$ cat src/rtl/uart_rx.sv
// uart_rx: UART receiver, 8 data bits LSB-first, one stop bit, mid-bit sampling.
// Define UART_RX_PARITY_EN for 8E1 framing with parity_err; otherwise 8N1.
//
// state     | meaning
// IDLE      | line idle, waiting for rx_s to fall
// START     | timing to start-bit centre, rejecting glitches
// DATA      | sampling 8 data bits at bit centres
// PARITY    | sampling even-parity bit (UART_RX_PARITY_EN only)
// STOP      | sampling stop bit, then one cycle to deliver result
// WAIT_IDLE | framing error seen, waiting for line to return high
module uart_rx #(
  parameter int CLKS_PER_BIT = 5208,
  parameter int HALF_BIT     = CLKS_PER_BIT / 2
) (
  input  logic       clk_in,
  input  logic       reset,
  input  logic       rx_in,
  output logic [7:0] rx_data,
  output logic       rx_valid,
  output logic       frame_err,
  output logic       parity_err,
  output logic       busy
);

  localparam logic [12:0] BIT_TC  = 13'(CLKS_PER_BIT - 1);
  localparam logic [12:0] HALF_TC = 13'(HALF_BIT - 1);

  typedef enum logic [2:0] {
    IDLE      = 3'd0,
    START     = 3'd1,
    DATA      = 3'd2,
`ifdef UART_RX_PARITY_EN
    PARITY    = 3'd3,
`endif
    STOP      = 3'd4,
    WAIT_IDLE = 3'd5
  } state_t;

  state_t      state, state_nxt;
  logic [1:0]  sync;
  logic        rx_s;
  logic [12:0] cnt;
  logic [2:0]  bit_idx;
  logic [7:0]  shift;
  logic        stop_done, stop_bit;
  logic        bit_tick, half_tick;
  logic        cnt_clr, cnt_run, shift_en, stop_en, deliver_ok, deliver_bad;
`ifdef UART_RX_PARITY_EN
  logic        par_en, par_bad;
`endif

  assign rx_s      = sync[1];
  assign bit_tick  = (cnt == BIT_TC);
  assign half_tick = (cnt == HALF_TC);

  always_ff @(posedge clk_in or posedge reset) begin
    if (reset) sync <= 2'b11;
    else       sync <= {sync[0], rx_in};
  end

  always_ff @(posedge clk_in or posedge reset) begin
    if (reset) state <= IDLE;
    else       state <= state_nxt;
  end

  always_comb begin
    state_nxt   = state;
    cnt_clr     = 1'b0;
    cnt_run     = 1'b0;
    shift_en    = 1'b0;
    stop_en     = 1'b0;
    deliver_ok  = 1'b0;
    deliver_bad = 1'b0;
`ifdef UART_RX_PARITY_EN
    par_en      = 1'b0;
`endif
    case (state)
      IDLE: begin
        if (!rx_s) begin
          state_nxt = START;
          cnt_clr   = 1'b1;
        end
      end
      START: begin
        cnt_run = 1'b1;
        if (half_tick) begin
          cnt_clr   = 1'b1;
          state_nxt = rx_s ? IDLE : DATA;
        end
      end
      DATA: begin
        cnt_run = 1'b1;
        if (bit_tick) begin
          cnt_clr  = 1'b1;
          shift_en = 1'b1;
          if (bit_idx == 3'd7) begin
`ifdef UART_RX_PARITY_EN
            state_nxt = PARITY;
`else
            state_nxt = STOP;
`endif
          end
        end
      end
`ifdef UART_RX_PARITY_EN
      PARITY: begin
        cnt_run = 1'b1;
        if (bit_tick) begin
          cnt_clr   = 1'b1;
          par_en    = 1'b1;
          state_nxt = STOP;
        end
      end
`endif
      STOP: begin
        cnt_run = !stop_done;
        // Result is delivered the cycle after the stop sample.
        if (stop_done) begin
          if (stop_bit) begin
            deliver_ok = 1'b1;
            state_nxt  = IDLE;
          end else begin
            deliver_bad = 1'b1;
            state_nxt   = WAIT_IDLE;
          end
        end else if (bit_tick) begin
          cnt_clr = 1'b1;
          stop_en = 1'b1;
        end
      end
      WAIT_IDLE: begin
        if (rx_s) state_nxt = IDLE;
      end
      default: state_nxt = IDLE;
    endcase
  end

  always_ff @(posedge clk_in or posedge reset) begin
    if (reset) begin
      cnt       <= 13'd0;
      bit_idx   <= 3'd0;
      shift     <= 8'h00;
      stop_done <= 1'b0;
      stop_bit  <= 1'b0;
    end else begin
      if (cnt_clr)      cnt <= 13'd0;
      else if (cnt_run) cnt <= cnt + 13'd1;
      if (state == IDLE)  bit_idx <= 3'd0;
      else if (shift_en)  bit_idx <= bit_idx + 3'd1;
      if (shift_en) shift <= {rx_s, shift[7:1]};
      if (stop_en) begin
        stop_bit  <= rx_s;
        stop_done <= 1'b1;
      end else if (deliver_ok || deliver_bad) begin
        stop_done <= 1'b0;
      end
    end
  end

  always_ff @(posedge clk_in or posedge reset) begin
    if (reset) begin
      rx_data   <= 8'h00;
      rx_valid  <= 1'b0;
      frame_err <= 1'b0;
      busy      <= 1'b0;
    end else begin
      if (deliver_ok) rx_data <= shift;
      rx_valid  <= deliver_ok;
      frame_err <= deliver_bad;
      busy      <= (state_nxt != IDLE);
    end
  end

`ifdef UART_RX_PARITY_EN
  always_ff @(posedge clk_in or posedge reset) begin
    if (reset) begin
      par_bad    <= 1'b0;
      parity_err <= 1'b0;
    end else begin
      if (par_en) par_bad <= (^shift) ^ rx_s;
      parity_err <= deliver_ok & par_bad;
    end
  end
`else
  assign parity_err = 1'b0;
`endif

endmodule

$ cat config.mk
export PLATFORM = sky130hd
export DESIGN_NAME = uart_rx
export DESIGN_NICKNAME = d
export VERILOG_FILES = /design/src/rtl/uart_rx.sv
export SDC_FILE = /design/constraint.sdc
export NUM_CORES = 1
export LEC_CHECK = 0
export BUFFER_PORTS_ARGS = -buffer_cell sky130_fd_sc_hd__buf_2
export CAP_MARGIN = 10
export CORE_UTILIZATION = 59
export CTS_CLUSTER_DIAMETER = 150
export DETAILED_ROUTE_END_ITERATION = 6
export GPL_TIMING_DRIVEN = 1
export PLACE_DENSITY = 0.76
export SLEW_MARGIN = 0
export SYNTH_ARGS = -nofsm -noshare
export SYNTH_HDL_FRONTEND = slang
export SYNTH_SLANG_ARGS = --single-unit
$ cat constraint.sdc
create_clock -name clk_in -period 2.8 [get_ports clk_in]
set_input_delay 0.14 -clock clk_in [delete_from_list [all_inputs] [get_ports clk_in]]
set_output_delay 0.14 -clock clk_in [all_outputs]
set_load 0.02 [all_outputs]
Word-level counts from Yosys, hierarchy flattened --
Cells that the tools add are included. W data, S select, Z words.
Storage, ports and cells: register bits after elaboration 42, bits in latches 0, memory bits (writable) 0, ROM bits 0, word-level logic and storage cells 57, memories 0
Cells by class: add/subtract/negate cells 2, $mul 0, div/mod/pow operators 0, $lt $le $gt $ge 0, equal/unequal tests 7, shift-type cells 0, multiplexer cells 29, bitwise logic cells 0, reductions and logical operators 8
Operator list (count):
- $mux W3 | 9
- $mux W13 | 2
- $pmux W3 S5 | 1
- $mux W1 | 14
- $add A13 B1 Y13 const B | 1
- $eq A13 B12 Y1 const B | 1
- $eq A13 B13 Y1 const B | 1
- $eq A3 B3 Y1 const B | 3
- $reduce_bool A2 Y1 | 3
- $pmux W1 S4 | 1
- $add A3 B1 Y3 const B | 1
- $eq A3 B1 Y1 const B | 1
- $eq A3 B2 Y1 const B | 1
- $logic_not A3 Y1 | 1
- $reduce_bool A3 Y1 | 1
- $mux W2 | 1
- $pmux W1 S2 | 1
- $reduce_or A2 Y1 | 1
- $logic_not A1 Y1 | 1
- $logic_or A1 B1 Y1 | 1

Logic depth before layout (Yosys ltp) --
Gate-level depths: netlist of the first run.
depth after elaboration 6, gate-level depth with buffers 7, depth with buffers taken out 6

Least setup slack after synthesis of the first run --
OpenSTA, ideal clock, no wires.
path type register -> register, start point register cnt[0], end point register cnt[0], arrival time 1.854 ns, required time 2.681 ns, slack 0.828 ns, cell stages (with the launch flop) 7, path buffers 1, period minus slack after synthesis 1.972 ns, cell sequence dfrtp_1 ha_1 or3b_1 nand4b_1 o31ai_1 buf_4 nor2_1
Between the ends: cells in the longest elaborated chain, start to end 5, elaborated cells on any way between the ends 10, classes of those cells add/sub (1); eq/ne (2); mux (6); reduce/logical (1)
Ends and longest elaborated chain:
- start: declaration | RTL line 42 | logic [12:0] cnt;
- start signal: assignment | RTL line 147 | else if (cnt_run) cnt <= cnt + 13'd1;
- parallel branches: the longest is 5 deep, another holds $add A13 B1 Y13
Parallel ways; which one is timed is not known. The select of a mux whose other input is x is not followed. A chain may end at the register's enable or synchronous reset.

Final worst setup path of the first run --
start point register cnt[11], end point register shift[3]
Between the ends: cells in the longest elaborated chain, start to end 3
Ends and longest elaborated chain:
- $eq A13 B13 Y1 | RTL line 53 | assign bit_tick = (cnt == BIT_TC);
- $mux W1 | RTL line 93 | if (bit_tick) begin
- $mux W1 | RTL line 77 | case (state)
- end signal: assignment | RTL line 150 | if (shift_en) shift <= {rx_s, shift[7:1]};
- end: declaration | RTL line 44 | logic [7:0] shift;
No other way between the ends.

==> impl_metrics.json, run 1 <==
{
  "status": "completed",
  "vias": 1321,
  "clkTransAtPathRegs_ps": 120,
  "synth_compound_area_share_pct": 4.76,
  "cts_tree": "built",
  "clockBufferDepth": 2,
  "postCtsHoldBufs": 2,
  "grt_pass1_vias": 1322,
  "fp.coreArea_sq_um": 3130,
  "fin_crit_ps": 2180,
  "io_buffers": 13,
  "htreeDepth": 2,
  "crit_start": "cnt[11]",
  "rows": 20,
  "critPathMaxFanout": 11,
  "finClkSkew_ps": 10.9,
  "drive_above_1_share_pct": 26.7,
  "synth-edff-count": 0,
  "drv_slew": 0,
  "reg2reg_from": "cnt[11]",
  "grt_busiest_layer": "met2",
  "syn_inst": 172,
  "worstSkewPairLatency_ps": 350,
  "min_from": "sync[0]",
  "numClockSinks": 42,
  "place.gp.congestion": 0.904,
  "finalSetupTns_ps": 0,
  "setup_viol": 0,
  "synthFlopType": "dfrtp_1",
  "critPathLaunchType": "flip-flop",
  "worst_slack_ps": 624,
  "final_util_pct": 71.0,
  "synthSimpleGateAreaFrac_pct": 18.9,
  "antenna_cells": 0,
  "worst_pin_slew_ps": 665,
  "clockRootBuffer": "clkbuf_4",
  "synthDistinctLibCells": 48,
  "postCtsSetupBuffers": 0,
  "hold_path_class": "flip-flop to flip-flop",
  "fillerInstances": 240,
  "antenna_found_initial": 0,
  "synthAdderAreaFrac_pct": 1.88,
  "power-per-cell-area_nw_per_um2": 506,
  "ys_seq_elements": 42,
  "r2r.worst_path.cells": 4,
  "cp.required_ps": 3050,
  "grt_max_degree": 25,
  "end_kind": "flip-flop",
  "synth.net_count": 178,
  "routedWlPerCell_microns": 14.3,
  "use_met1_pct": 26.3,
  "ios": 15,
  "via_per_inst": 5.62,
  "wl_mm": 3.37,
  "crit_type": "flip-flop to flip-flop",
  "p_leak_nw": 1.13,
  "gr-total-overflow": 0,
  "ctsResizeCount": 0,
  "initial_utilization_pct": 63.8,
  "die_w_microns": 60.2,
  "met3_usage_pct": 5.84,
  "synth_xor_area_share_pct": 6.14,
  "period_share_pct": 77.7,
  "whs_ps": 363,
  "grt_setup_unrepaired": "false",
  "dp_slack_ps": 652,
  "regArea_sq_um": 1050,
  "ys_seq_area_share_pct": 52.8,
  "crit_arrival_ps": 2430,
  "die_area_sq_um": 3620,
  "ant_nets": 0,
  "hpwl_mm": 2.42,
  "hold-path-endpoint": "sync[1]",
  "area_delta_synth_final_pct": 11.3,
  "maxCapViolations": 0,
  "ir_drop_mv": 0.291,
  "dr.pass1.iters": 4,
  "multiInputGateArea_sq_um": 883,
  "yosys_warnings": 0,
  "synth.area.mux_share_pct": 12.4,
  "async_flop_share_pct": 100,
  "die_height_microns": 60.2,
  "max-slew-margin-rel_pct": 55.6,
  "finalHoldViolations": 0,
  "drtIter0Drc": 64,
  "synth_top_family_by_area": "simple AND/OR/NAND/NOR gates",
  "synth.cell_area_sq_um": 2000,
  "avgSynthCellArea_sq_um": 11.6,
  "reg2reg_slack_ps": 620,
  "drc_errors": 0,
  "track_usage_pct": 22.2,
  "cts_buffers": 5,
  "fin_nets": 196,
  "holdPathStages": 0,
  "reg2reg_to": "shift[3]",
  "grt_pass1_wl_mm": 5.88,
  "fmax_mhz": 460,
  "use_met2_pct": 38.9
}
==> state kept, by name, summed over array words and instances, names as in the netlist, 2 cells and up <==
register  flops
sync          2
cnt          13
state         3
shift         8
bit_idx       3
rx_data       8
==> stage by stage <==
stage | std cells | instance area, sq um | power [mW]
floorplan | 172 | 2000 | 0.635
global placement | 225 | 2090 | 0.640
detailed placement | 225 | 2090 | 0.640
CTS | 235 | 2220 | 1.13
global route | 235 | 2220 | 1.16
finish | 235 | 2220 | 1.12
==> kinds of logic after synthesis <==
family,after synthesis
AND/OR/NAND/NOR,66
flip-flops,42
multiplexers,20
AO/OA/AOI/OAI,15
XOR/XNOR,14
buffers and inverters,11
adder cells (fa/ha/maj),3
other,1
==> Yosys cell counts (all sizes together) (2+ instances only) <==
cell type / n / area share, %
nand3: 5 / 1.3
mux2i: 3 / 1.5
nand2: 13 / 2.6
o21ai: 4 / 1.2
mux2: 17 / 11
dfstp: 2 / 2.6
xnor2: 4 / 1.8
xor2: 10 / 4.4
or4b: 2 / 1.2
nand4: 3 / 0.94
nand3b: 2 / 0.75
o31ai: 2 / 0.75
and4: 3 / 1.4
nor4: 2 / 1.4
buf: 5 / 1.9
nor3b: 2 / 0.75
dfrtp: 40 / 50
nor3: 2 / 0.50
inv: 5 / 0.94
a21oi: 4 / 1.0
or3b: 2 / 0.88
nor2: 22 / 4.3
ha: 3 / 1.9
==> layout by cell type, fill, tap and decap left out, types with 3 or more instances in the layout <==
cell      instances
a21oi_1           4
buf_2            13
clkbuf_4          5
dfrtp_1          40
ha_1              3
inv_1             5
mux2_2           10
mux2_4            7
mux2i_1           3
nand2_1          12
nand3_1           5
nand4_1           3
nor2_1           21
o21ai_0           3
xnor2_1           4
xor2_1           10
==> layout make-up <==
cell class,count,share of cell area (%)
flip-flops and latches,42,47.4
multi-input cells,119,39.8
repair buffers,17,4.50
clock inverters,2,2.70
well taps,44,2.48
clock buffers,6,2.31
inverters,5,0.845
==> worst max-delay path, stage by stage (launching register included) <==
cell and delay [ps]:
dfrtp_1 460, or4b_4 550, nor4_4 400, nand2_2 290, mux2_4 380
==> routing by layer <==
| metal | vias up | share of wire (%) |
|---|---|---|
| met5 | - | 0 |
| met4 | 0 | 1.4 |
| met3 | 7 | 4.3 |
| met2 | 33 | 51 |
| met1 | 651 | 43 |
| li1 | 630 | - |
==> power by group <==
part | total [mW] | leakage (nW) | switching [mW] | internal [mW]
clock network | 0.494 | 0.0585 | 0.192 | 0.302
logic | 0.0189 | 0.513 | 0.0141 | 0.00484
registers | 0.611 | 0.560 | 0.00170 | 0.609
==> worst max-delay path by stage <==
stage | slack [ps] | cells after the start | to
after floorplan | 830 | 6 | cnt[0]
after global placement | 700 | 5 | cnt[10]
after detailed placement | 650 | 5 | shift[3]
after CTS | 620 | 4 | shift[3]
after global routing | 470 | 5 | cnt[12]
final | 620 | 4 | shift[3]
Note: power is estimated with default switching activity, not from simulation.
==> run 2, diff against run 1 <==
--- a/config.mk
+++ b/config.mk
@@ -5,13 +5,14 @@
 export SDC_FILE = /design/constraint.sdc
 export NUM_CORES = 1
 export LEC_CHECK = 0
+export ABC_AREA = 1
 export BUFFER_PORTS_ARGS = -buffer_cell sky130_fd_sc_hd__buf_2
 export CAP_MARGIN = 10
-export CORE_UTILIZATION = 59
+export CORE_UTILIZATION = 53
 export CTS_CLUSTER_DIAMETER = 150
 export DETAILED_ROUTE_END_ITERATION = 6
 export GPL_TIMING_DRIVEN = 1
-export PLACE_DENSITY = 0.76
+export PLACE_DENSITY = 0.72
 export SLEW_MARGIN = 0
 export SYNTH_ARGS = -nofsm -noshare
 export SYNTH_HDL_FRONTEND = slang
==> constraint.sdc (replaced) <==
create_clock -name clk_in -period 2 [get_ports clk_in]
set_input_delay 0.1 -clock clk_in [delete_from_list [all_inputs] [get_ports clk_in]]
set_output_delay 0.1 -clock clk_in [all_outputs]
set_load 0.02 [all_outputs]
==> run 2 against run 1 <==
Clock skew decreased by 1.5 ps; register-to-register slack worse by 310 ps; fmax increased by 29%; utilization decreased by 9.2 points; non-clock buffer count did not move; via count increased by 20%; synthesized cell count up 52%; critical path type unchanged; sequential share of layout area decreased by 2.3 points; synthesized area increased by 6.8%; largest cell class unchanged; global-route usage down 2.4 points; sequential power up 40%; critical path depth is 5 higher.
==> impl_metrics.json, run 2 <==
{
  "maxCapViolations": 0,
  "worst_slack_ps": 318,
  "dr.pass1.iters": 4,
  "syn_inst": 261,
  "cts_buffers": 5,
  "cts_tree": "built",
  "drtIter0Drc": 142,
  "regArea_sq_um": 1050,
  "min_from": "sync[0]",
  "holdPathStages": 0,
  "hold_path_class": "flip-flop to flip-flop",
  "yosysMostFrequentCell": "nand2_1",
  "track_usage_pct": 19.8,
  "period_share_pct": 84.1,
  "final_common_cell": "nand2_1",
  "worstPathCellList": "ha_1 > nand2_2 > inv_2 > nand2_2 > nor2_4 > nand3_4 > buf_4 > nand2_1 > o21ai_1",
  "grt_setup_unrepaired": "false",
  "wl_mm": 3.68,
  "drive_above_1_share_pct": 16.0,
  "final_cells": 329,
  "clockRootBuffer": "clkbuf_8",
  "synth.cell_area_sq_um": 2130,
  "ios": 15,
  "finalHoldViolations": 0,
  "async_flop_share_pct": 100,
  "clockBufferDepth": 2,
  "crit_arrival_ps": 1870,
  "multiInputGateArea_sq_um": 872,
  "max-slew-margin-rel_pct": 65.8,
  "antenna_cells": 0,
  "netlist_top_cells_count": "73 x nand2_1, 40 x dfrtp_1, 35 x inv_1, 25 x nor2_1, 20 x nand3_1",
  "avgSynthCellArea_sq_um": 8.17,
  "yosysTopAreaCell": "dfrtp_1",
  "fin_crit_ps": 1680,
  "critPathLaunchType": "flip-flop",
  "via_per_inst": 4.84,
  "slowest_delay_ps": 390,
  "routedWlPerCell_microns": 11.2,
  "grt_max_degree": 43,
  "placed_cells": 319,
  "synthFlopType": "dfrtp_1",
  "vias": 1591,
  "hold-path-endpoint": "sync[1]",
  "fmax_mhz": 594,
  "ys_seq_elements": 42,
  "ys_seq_area_share_pct": 49.4,
  "slowest_stage": "dfrtp_1",
  "antenna_found_initial": 0,
  "drc_errors": 0,
  "largest_register": "cnt",
  "fillerInstances": 332,
  "finalSetupTns_ps": 0,
  "synthDistinctLibCells": 30,
  "reg2reg_from": "cnt[0]",
  "power-per-cell-area_nw_per_um2": 616,
  "die_height_microns": 65.4,
  "mostFrequentLayoutCells": "73 x nand2_1, 40 x dfrtp_1, 35 x inv_1, 25 x nor2_1, 20 x nand3_1",
  "top_regs": "cnt: 13 flops, rx_data: 8 flops, shift: 8 flops",
  "gr-total-overflow": 0,
  "ir_drop_mv": 0.364,
  "fp.coreArea_sq_um": 3770,
  "ant_nets": 0,
  "die_area_sq_um": 4280,
  "hpwl_mm": 2.67,
  "grt_pass1_vias": 1484,
  "worst_pin_slew_ps": 513,
  "grt_pass1_wl_mm": 6.31,
  "crit_type": "flip-flop to flip-flop",
  "synth_area_leaders": "dfrtp_1 47%, nand2_1 13%, inv_1 6.2%, nand3_1 4.7%, nor2_1 4.4%",
  "status": "completed",
  "fin_nets": 286,
  "finClkSkew_ps": 9.43,
  "place_area_sq_um": 2220,
  "numClockSinks": 42,
  "synth_top_area_share_pct": 46.9,
  "worstSkewPairLatency_ps": 300,
  "fin_area_sq_um": 2330,
  "place.gp.congestion": 0.886,
  "cp.required_ps": 2190,
  "initial_utilization_pct": 56.6,
  "clkTransAtPathRegs_ps": 90,
  "r2r.worst_path.cells": 9,
  "ctsResizeCount": 0,
  "io_buffers": 13,
  "yosys_warnings": 0,
  "critPathMaxFanout": 16,
  "area_delta_synth_final_pct": 9.38,
  "largest_reg_flops": 13,
  "cp_common_cell": "nand2_2",
  "dp_slack_ps": 314,
  "synth-edff-count": 0,
  "reg2reg_slack_ps": 320,
  "p_leak_nw": 1.18,
  "die_w_microns": 65.4,
  "setup_viol": 0,
  "reg2reg_to": "shift[4]",
  "htreeDepth": 2,
  "drv_slew": 0,
  "synth.net_count": 267,
  "rows": 22,
  "whs_ps": 360,
  "end_kind": "flip-flop"
}
[run 2: critical path, delay by kind of cell, from the launching register on]
kind,cells,cell delay (ps)
flip-flops,1,390
buffers and inverters,2,290
adder cells (fa/ha/maj),1,280
AO/OA/AOI/OAI,1,60
AND/OR/NAND/NOR,5,570
[run 2: power by group]
group	total (mW)	switching (mW)	internal (mW)
Sequential	0.853	0.000654	0.852
Combinational	0.0247	0.0192	0.00548
Clock	0.561	0.312	0.249
Total	1.44	0.332	1.11
[run 2: kinds of logic after synthesis]
family,share of synthesized area (%)
and+or+nand+nor,30.9
AOI/OAI and AO/OA,6.04
xor gates and xnor gates,2.05
DFF,49.4
buffers and inverters,9.74
adders and majority gates,1.76
other,0.176
[run 2: timing repair]
action / CTS / global route
setup endpoints to repair: 0 / 0
setup buffers: 0 / 0
hold buffers: 2 / 0
hold endpoints to repair: 41 / 0
[run 2: metrics by stage]
stage               power [mW]  util (%)
global route              1.50      61.9
floorplan                0.886         -
CTS                       1.45      61.9
detailed placement       0.893      58.9
finish                    1.44      61.9
global placement         0.892      58.9
[run 2: final cells by class]
| type | count | share of cell area (%) |
|---|---|---|
| Sequential cell | 42 | 45.1 |
| Multi-Input combinational cell | 174 | 37.4 |
| Inverter | 40 | 6.65 |
| Timing Repair Buffer | 17 | 4.29 |
| Clock buffer | 5 | 2.95 |
| Tap cell | 48 | 2.57 |
| Clock inverter | 3 | 1.02 |
[run 2: metal layers]
layer | track usage (%) | vias up | share of wire [%]
met1 | 25.1 | 702 | 49
met2 | 31.2 | 28 | 45
li1 | - | 852 | -
met4 | 8.97 | 0 | 2.0
met3 | 5.90 | 9 | 3.3
met5 | 0 | - | 0
[run 2: how the worst max path moves through the flow]
| stage | slack, ps | startpoint | cells after the start | end |
|---|---|---|---|---|
| after floorplan | 540 | cnt[0] | 10 | cnt[7] |
| after global placement | 360 | cnt[0] | 10 | cnt[2] |
| after detailed placement | 310 | cnt[0] | 10 | cnt[8] |
| after CTS | 300 | cnt[0] | 10 | cnt[9] |
| after global routing | 150 | cnt[0] | 9 | shift[4] |
| final | 320 | cnt[0] | 9 | shift[4] |
